--- src/rtl/key_window_scheduler.sv ---
// key_window_scheduler
//
// Loads NUM_KEYS unlock keys over a valid/ready config port, then presents
// them one window at a time to a counter-locked behavioural FSM. The block
// owns that FSM's reset: it holds the FSM in reset while keys are loading,
// releases it one edge after the last key arrives, and then runs a mirror
// of the FSM's window counter so key_out always matches the FSM's window.
//
// All state updates happen on the falling edge of clk, matching the locked FSM.
//
// Handshake: a key beat transfers on a falling edge where cfg_valid and
// cfg_ready are both high and cfg_clear is low. cfg_ready depends only on
// registered state. cfg_data may change freely while cfg_valid is low.
// Beat k is written to slot k.
//
// Ports:
//   clk        clock (falling-edge active)
//   rst        asynchronous active-high reset
//   cfg_valid  key beat valid
//   cfg_ready  key beat can be accepted (IDLE/LOAD only)
//   cfg_data   key value
//   cfg_clear  zeroize keys and counters, return to IDLE (beats the handshake)
//   key_out    keyinput bus of the locked FSM (slot[win_idx] in ARMED/RUN)
//   tgt_rst    registered active-high reset to the locked FSM
//   loaded     all NUM_KEYS slots written
//   win_idx    current key window index
//   cnt_mirror mirror of the locked FSM counter
//   cfg_err    one-cycle pulse: beat offered while ARMED/RUN
//   state_dbg  current FSM state (0 IDLE, 1 LOAD, 2 ARMED, 3 RUN)

module key_window_scheduler #(
   parameter int KEY_W    = 12,
   parameter int NUM_KEYS = 4,
   parameter int WIN_LEN  = 9,
   parameter int CNT_W    = 7,
   localparam int IDX_W   = (NUM_KEYS > 1) ? $clog2(NUM_KEYS) : 1
) (
   input  logic             clk,
   input  logic             rst,
   input  logic             cfg_valid,
   output logic             cfg_ready,
   input  logic [KEY_W-1:0] cfg_data,
   input  logic             cfg_clear,
   output logic [KEY_W-1:0] key_out,
   output logic             tgt_rst,
   output logic             loaded,
   output logic [IDX_W-1:0] win_idx,
   output logic [CNT_W-1:0] cnt_mirror,
   output logic             cfg_err,
   output logic [1:0]       state_dbg
);

   localparam int PERIOD = NUM_KEYS * WIN_LEN;
   localparam int POS_W  = (WIN_LEN > 1) ? $clog2(WIN_LEN) : 1;

   typedef enum logic [1:0] {
      S_IDLE  = 2'd0,
      S_LOAD  = 2'd1,
      S_ARMED = 2'd2,
      S_RUN   = 2'd3
   } state_t;

   state_t           state;
   state_t           state_next;
   logic [KEY_W-1:0] slots [NUM_KEYS];
   logic [IDX_W-1:0] beat_idx;
   // Position inside the current window; avoids a divider for win_idx.
   logic [POS_W-1:0] win_pos;
   logic             accept;
   logic             last_beat;
   logic             busy;

   assign busy      = (state == S_ARMED) || (state == S_RUN);
   assign accept    = cfg_valid && !busy && !cfg_clear;
   assign last_beat = (beat_idx == IDX_W'(NUM_KEYS - 1));

   // State register
   always_ff @(negedge clk or posedge rst) begin
      if (rst) begin
         state <= S_IDLE;
      end else begin
         state <= state_next;
      end
   end

   // Next-state logic
   always_comb begin
      state_next = state;
      if (cfg_clear) begin
         state_next = S_IDLE;
      end else begin
         case (state)
            S_IDLE, S_LOAD: begin
               if (accept) begin
                  state_next = last_beat ? S_ARMED : S_LOAD;
               end
            end
            S_ARMED: state_next = S_RUN;
            S_RUN:   state_next = S_RUN;
            default: state_next = S_IDLE;
         endcase
      end
   end

   // Outputs: muxes of registered state only, no path from cfg_* inputs.
   always_comb begin
      cfg_ready = !busy;
      key_out   = '0;
      if (busy) begin
         key_out = slots[win_idx];
      end
      state_dbg = state;
   end

   // Key slots, beat index, mirror counter and registered flags
   always_ff @(negedge clk or posedge rst) begin
      if (rst) begin
         for (int i = 0; i < NUM_KEYS; i++) begin
            slots[i] <= '0;
         end
         beat_idx   <= '0;
         cnt_mirror <= '0;
         win_pos    <= '0;
         win_idx    <= '0;
         loaded     <= 1'b0;
         cfg_err    <= 1'b0;
         tgt_rst    <= 1'b1;
      end else begin
         // A clear drops any simultaneous beat without flagging it.
         cfg_err <= cfg_valid && busy && !cfg_clear;
         // Released exactly on the ARMED -> RUN edge; the locked FSM sees the
         // old value at that edge, so both counters first step one edge later.
         tgt_rst <= (state_next != S_RUN);

         if (cfg_clear) begin
            for (int i = 0; i < NUM_KEYS; i++) begin
               slots[i] <= '0;
            end
            beat_idx   <= '0;
            cnt_mirror <= '0;
            win_pos    <= '0;
            win_idx    <= '0;
            loaded     <= 1'b0;
         end else begin
            if (accept) begin
               slots[beat_idx] <= cfg_data;
               if (last_beat) begin
                  beat_idx <= '0;
                  loaded   <= 1'b1;
               end else begin
                  beat_idx <= beat_idx + 1'b1;
               end
            end

            if (state == S_RUN) begin
               if (cnt_mirror == CNT_W'(PERIOD - 1)) begin
                  cnt_mirror <= '0;
                  win_pos    <= '0;
                  win_idx    <= '0;
               end else begin
                  cnt_mirror <= cnt_mirror + 1'b1;
                  if (win_pos == POS_W'(WIN_LEN - 1)) begin
                     win_pos <= '0;
                     win_idx <= win_idx + 1'b1;
                  end else begin
                     win_pos <= win_pos + 1'b1;
                  end
               end
            end
         end
      end
   end

endmodule

--- config.mk ---
export PLATFORM = sky130hd
export DESIGN_NAME = key_window_scheduler
export DESIGN_NICKNAME = d
export VERILOG_FILES = /design/src/rtl/key_window_scheduler.sv
export SDC_FILE = /design/constraint.sdc
export NUM_CORES = 1
export LEC_CHECK = 0
export ABC_CLOCK_PERIOD_IN_PS = 3660
export BUFFER_PORTS_ARGS = -buffer_cell sky130_fd_sc_hd__buf_2
export CAP_MARGIN = 20
export CORE_ASPECT_RATIO = 0.5
export CORE_MARGIN = 8
export CORE_UTILIZATION = 62
export CTS_BUF_LIST = sky130_fd_sc_hd__clkbuf_4 sky130_fd_sc_hd__clkbuf_8 sky130_fd_sc_hd__clkbuf_16
export DETAILED_ROUTE_END_ITERATION = 10
export MAX_ROUTING_LAYER = met4
export PLACE_DENSITY = 0.88
export SETUP_SLACK_MARGIN = 0.15
export SLEW_MARGIN = 20
export SYNTH_ARGS = -nofsm -noshare
export SYNTH_HDL_FRONTEND = slang
export SYNTH_SLANG_ARGS = --single-unit
--- constraint.sdc ---
create_clock -name clk -period 3.66 [get_ports clk]
set_clock_uncertainty 0.1 [all_clocks]
set_input_delay 0.183 -clock clk [delete_from_list [all_inputs] [get_ports clk]]
set_output_delay 0.183 -clock clk [all_outputs]
set_load 0.02 [all_outputs]
==> run metrics <==
status=finished with violations; violated checks=setup timing; Seq/Total Area, Yosys=0.486; sw power=0.000496 W; Hold Crit Class=register to register; CP Cell Sequence=buf_6 > mux4_2 > and2_4 > buf_6; vias in the first global route=3,118; # H-tree levels=3; CTS tree=done; Vias/cell=6.47; RSZ-0062 raised after global routing=true; hold-fix buffers at CTS=0; Hold WS=0.356 ns; Post-synth EDFFs=0; PwrDens=444 mW/mm2; syn avg cell area=9.63 um2; internal power=0.00136 W; Remaining Overflow, GRT=0; Iteration-0 DRC Markers=460; I/O Buffers=42; Rel. slew slack=0.588; GRT Resource Usage Total=0.236; # fillers=331; Most common cell on crit path=buf_6; IO Count=43; Clock Tree Root=clkbuf_16; Clock Tree Buf Depth=2; Post-Route WL=9.54 mm; Rows=19; FF+latch count, synth=68; crit path DAT=3.65 ns; setup ws final=-0.278 ns; worst-margin pin slew=0.616 ns; Flop pwr share=0.439; most frequent cells in the layout=nand2_1 (73), dfrtn_1 (67), a21oi_1 (59); placed cells=463; largest net degree at the start of global routing=54; first-pass GRT wire length=15.5 mm; multi-input logic area=0.00163 mm2; initial core utilization=0.641; Comb pwr share=0.136; critical path capture point type=primary output; Detail Route Antenna Nets=0; fin. max-slew vios=0; slowest cell on the critical path=mux4_2; share of post-route cells with drive strength above 1=0.249; DPL Wire Length=6.09 mm; final net count=428; CTS Buf Count=9; Clock power frac=0.425; Vias=3,126; leak pwr=1.79 nW; die area=0.00846 mm2; FF-to-FF path depth=5; Post-Synthesis Net Count=387; CP required=3.38 ns; Post-DP Area=0.00379 mm2; clk sink count=68; count of final setup violators=12; Switching Fraction=0.268; drt wl/cell=19.8 um; Yosys Warn Count=0; Primary FF master, synth=dfrtn_1; die span in x=122 um; drt pass-1 iters=5; Worst Hold Path Cells=2; Crit Path Class=register to primary output; post-route insts no fill=483; crit-path max FO=8; diodes inserted=0; drt drc=0; Synth cell types=36; die height=69.2 um; Area Growth Syn to Fin=18.9%; TNS Setup=-2.70 ns; Final Wtd Congestion=0.819; Worst-path clk slew=0.04 ns; worst skew pair latency=0.34 ns; commonest non-fill, non-tap cell in the layout=nand2_1; Cell Area, Synth=0.00350 mm2; post-route cell area=0.00417 mm2; VDD IR-drop max=0.289 mV; number of max-cap violations=0; gate count after technology mapping=364; Final Hold Fails=0; Placeable Area=0.00547 mm2; total area of sequential cells=0.00170 mm2; Worst path max stage delay=0.52 ns; ys async rst share=1.00; antenna violations before repair=0; CP startpoint kind=register
==> path summary, 6_finish.rpt <==
path                                         start                         to  slack [ns]
max                         win_idx[0]$_DFFE_NP0P_                 key_out[9]       -0.28
min                             loaded$_DFFE_NP0P_         loaded$_DFFE_NP0P_        0.36
max reg2reg                beat_idx[0]$_DFFE_NP0P_      slots[15]$_DFFE_NP0P_        1.43
min reg2reg                     loaded$_DFFE_NP0P_         loaded$_DFFE_NP0P_        0.36
max in group asynchronous                      rst      slots[40]$_DFFE_NP0P_        1.32
min in group asynchronous                      rst  cnt_mirror[1]$_DFFE_NP0P_        1.50
==> power by group through the flow <==
stage,clock [W],sequential [W],combinational [W]
global route,0.000822,0.000816,0.000269
floorplan,0.00000342,0.000822,0.000162
CTS,0.000786,0.000813,0.000245
finish,0.000787,0.000814,0.000251
global placement,0.00000342,0.000821,0.000227
detailed placement,0.00000342,0.000824,0.000236
==> critical path: cells and delay by family, from the launching register on <==
kind | cells | cell delay [ns]
multiplexers | 1 | 0.52
flip-flops | 1 | 0.50
buffers and inverters | 2 | 0.31
AND/OR/NAND/NOR | 1 | 0.15
==> registers in the layout (all words and copies together), names as in the netlist <==
register,flops
state_dbg,2
slots,48
tgt_rst,1
win_pos,4
beat_idx,2
win_idx,2
cnt_mirror,7
loaded,1
cfg_err,1
==> through the flow <==
step	worst slack, ns	total power (W)	util
final	-0.278	0.00185	0.762
after floorplan	0.0489	0.000988	-
after global routing	-0.306	0.00191	0.762
after detailed placement	0.00956	0.00106	0.693
after global placement	0.0811	0.00105	0.693
after CTS	-0.283	0.00184	0.761
==> synth_stat cells, types with 2 or more instances <==
cell,count,area (um2)
buf_1,3,11.3
nor2_1,6,22.5
mux4_2,8,180
dfrtn_1,67,1680
nand2_1,73,274
and2_1,13,81.3
o211ai_1,12,90.1
and3_1,2,12.5
inv_1,9,33.8
clkbuf_1,12,45.0
mux4_1,4,105
o21ai_0,5,25.0
a21oi_1,59,295
nor2b_1,2,12.5
or4_1,4,30.0
buf_2,7,35.0
o31ai_1,3,22.5
ha_1,7,87.6
nand3b_1,5,37.5
or3_1,2,12.5
nand3_1,43,215
buf_4,3,22.5
buf_6,2,22.5
==> metal layers <==
metal,track usage,vias to the layer above,wire length (um)
met3,0.0894,35,873
met1,0.275,1541,3750
met4,0.0818,0,244
met5,-,-,0
li1,-,1361,-
met2,0.367,189,4680
==> logic make-up (layout without fill, tap and decap cells) <==
family	after synthesis	after routing	synth area share
multiplexers	13	13	0.0843
AO/OA/AOI/OAI	80	80	0.130
adder cells (fa/ha/maj)	7	7	0.0250
flip-flops	68	68	0.486
buffers and inverters	37	83	0.0525
XOR/XNOR	1	1	0.00250
AND/OR/NAND/NOR	158	158	0.220
==> layout make-up <==
| cell class | instances | area share |
|---|---|---|
| Sequential cell | 68 | 0.409 |
| Multi-Input combinational cell | 259 | 0.392 |
| Timing Repair Buffer | 58 | 0.104 |
| Clock buffer | 11 | 0.0576 |
| Tap cell | 73 | 0.0219 |
| Inverter | 8 | 0.00811 |
| Clock inverter | 6 | 0.00781 |
==> what timing repair did <==
| item | CTS | global route |
|---|---|---|
| endpoints found under the setup margin | 14 | 12 |
| pin swaps | 12 | 0 |
| gates resized for setup | 32 | 0 |
| setup buffers | 3 | 1 |
| hold endpoints to repair | 0 | 0 |
Power figures use the tool's default switching activity.
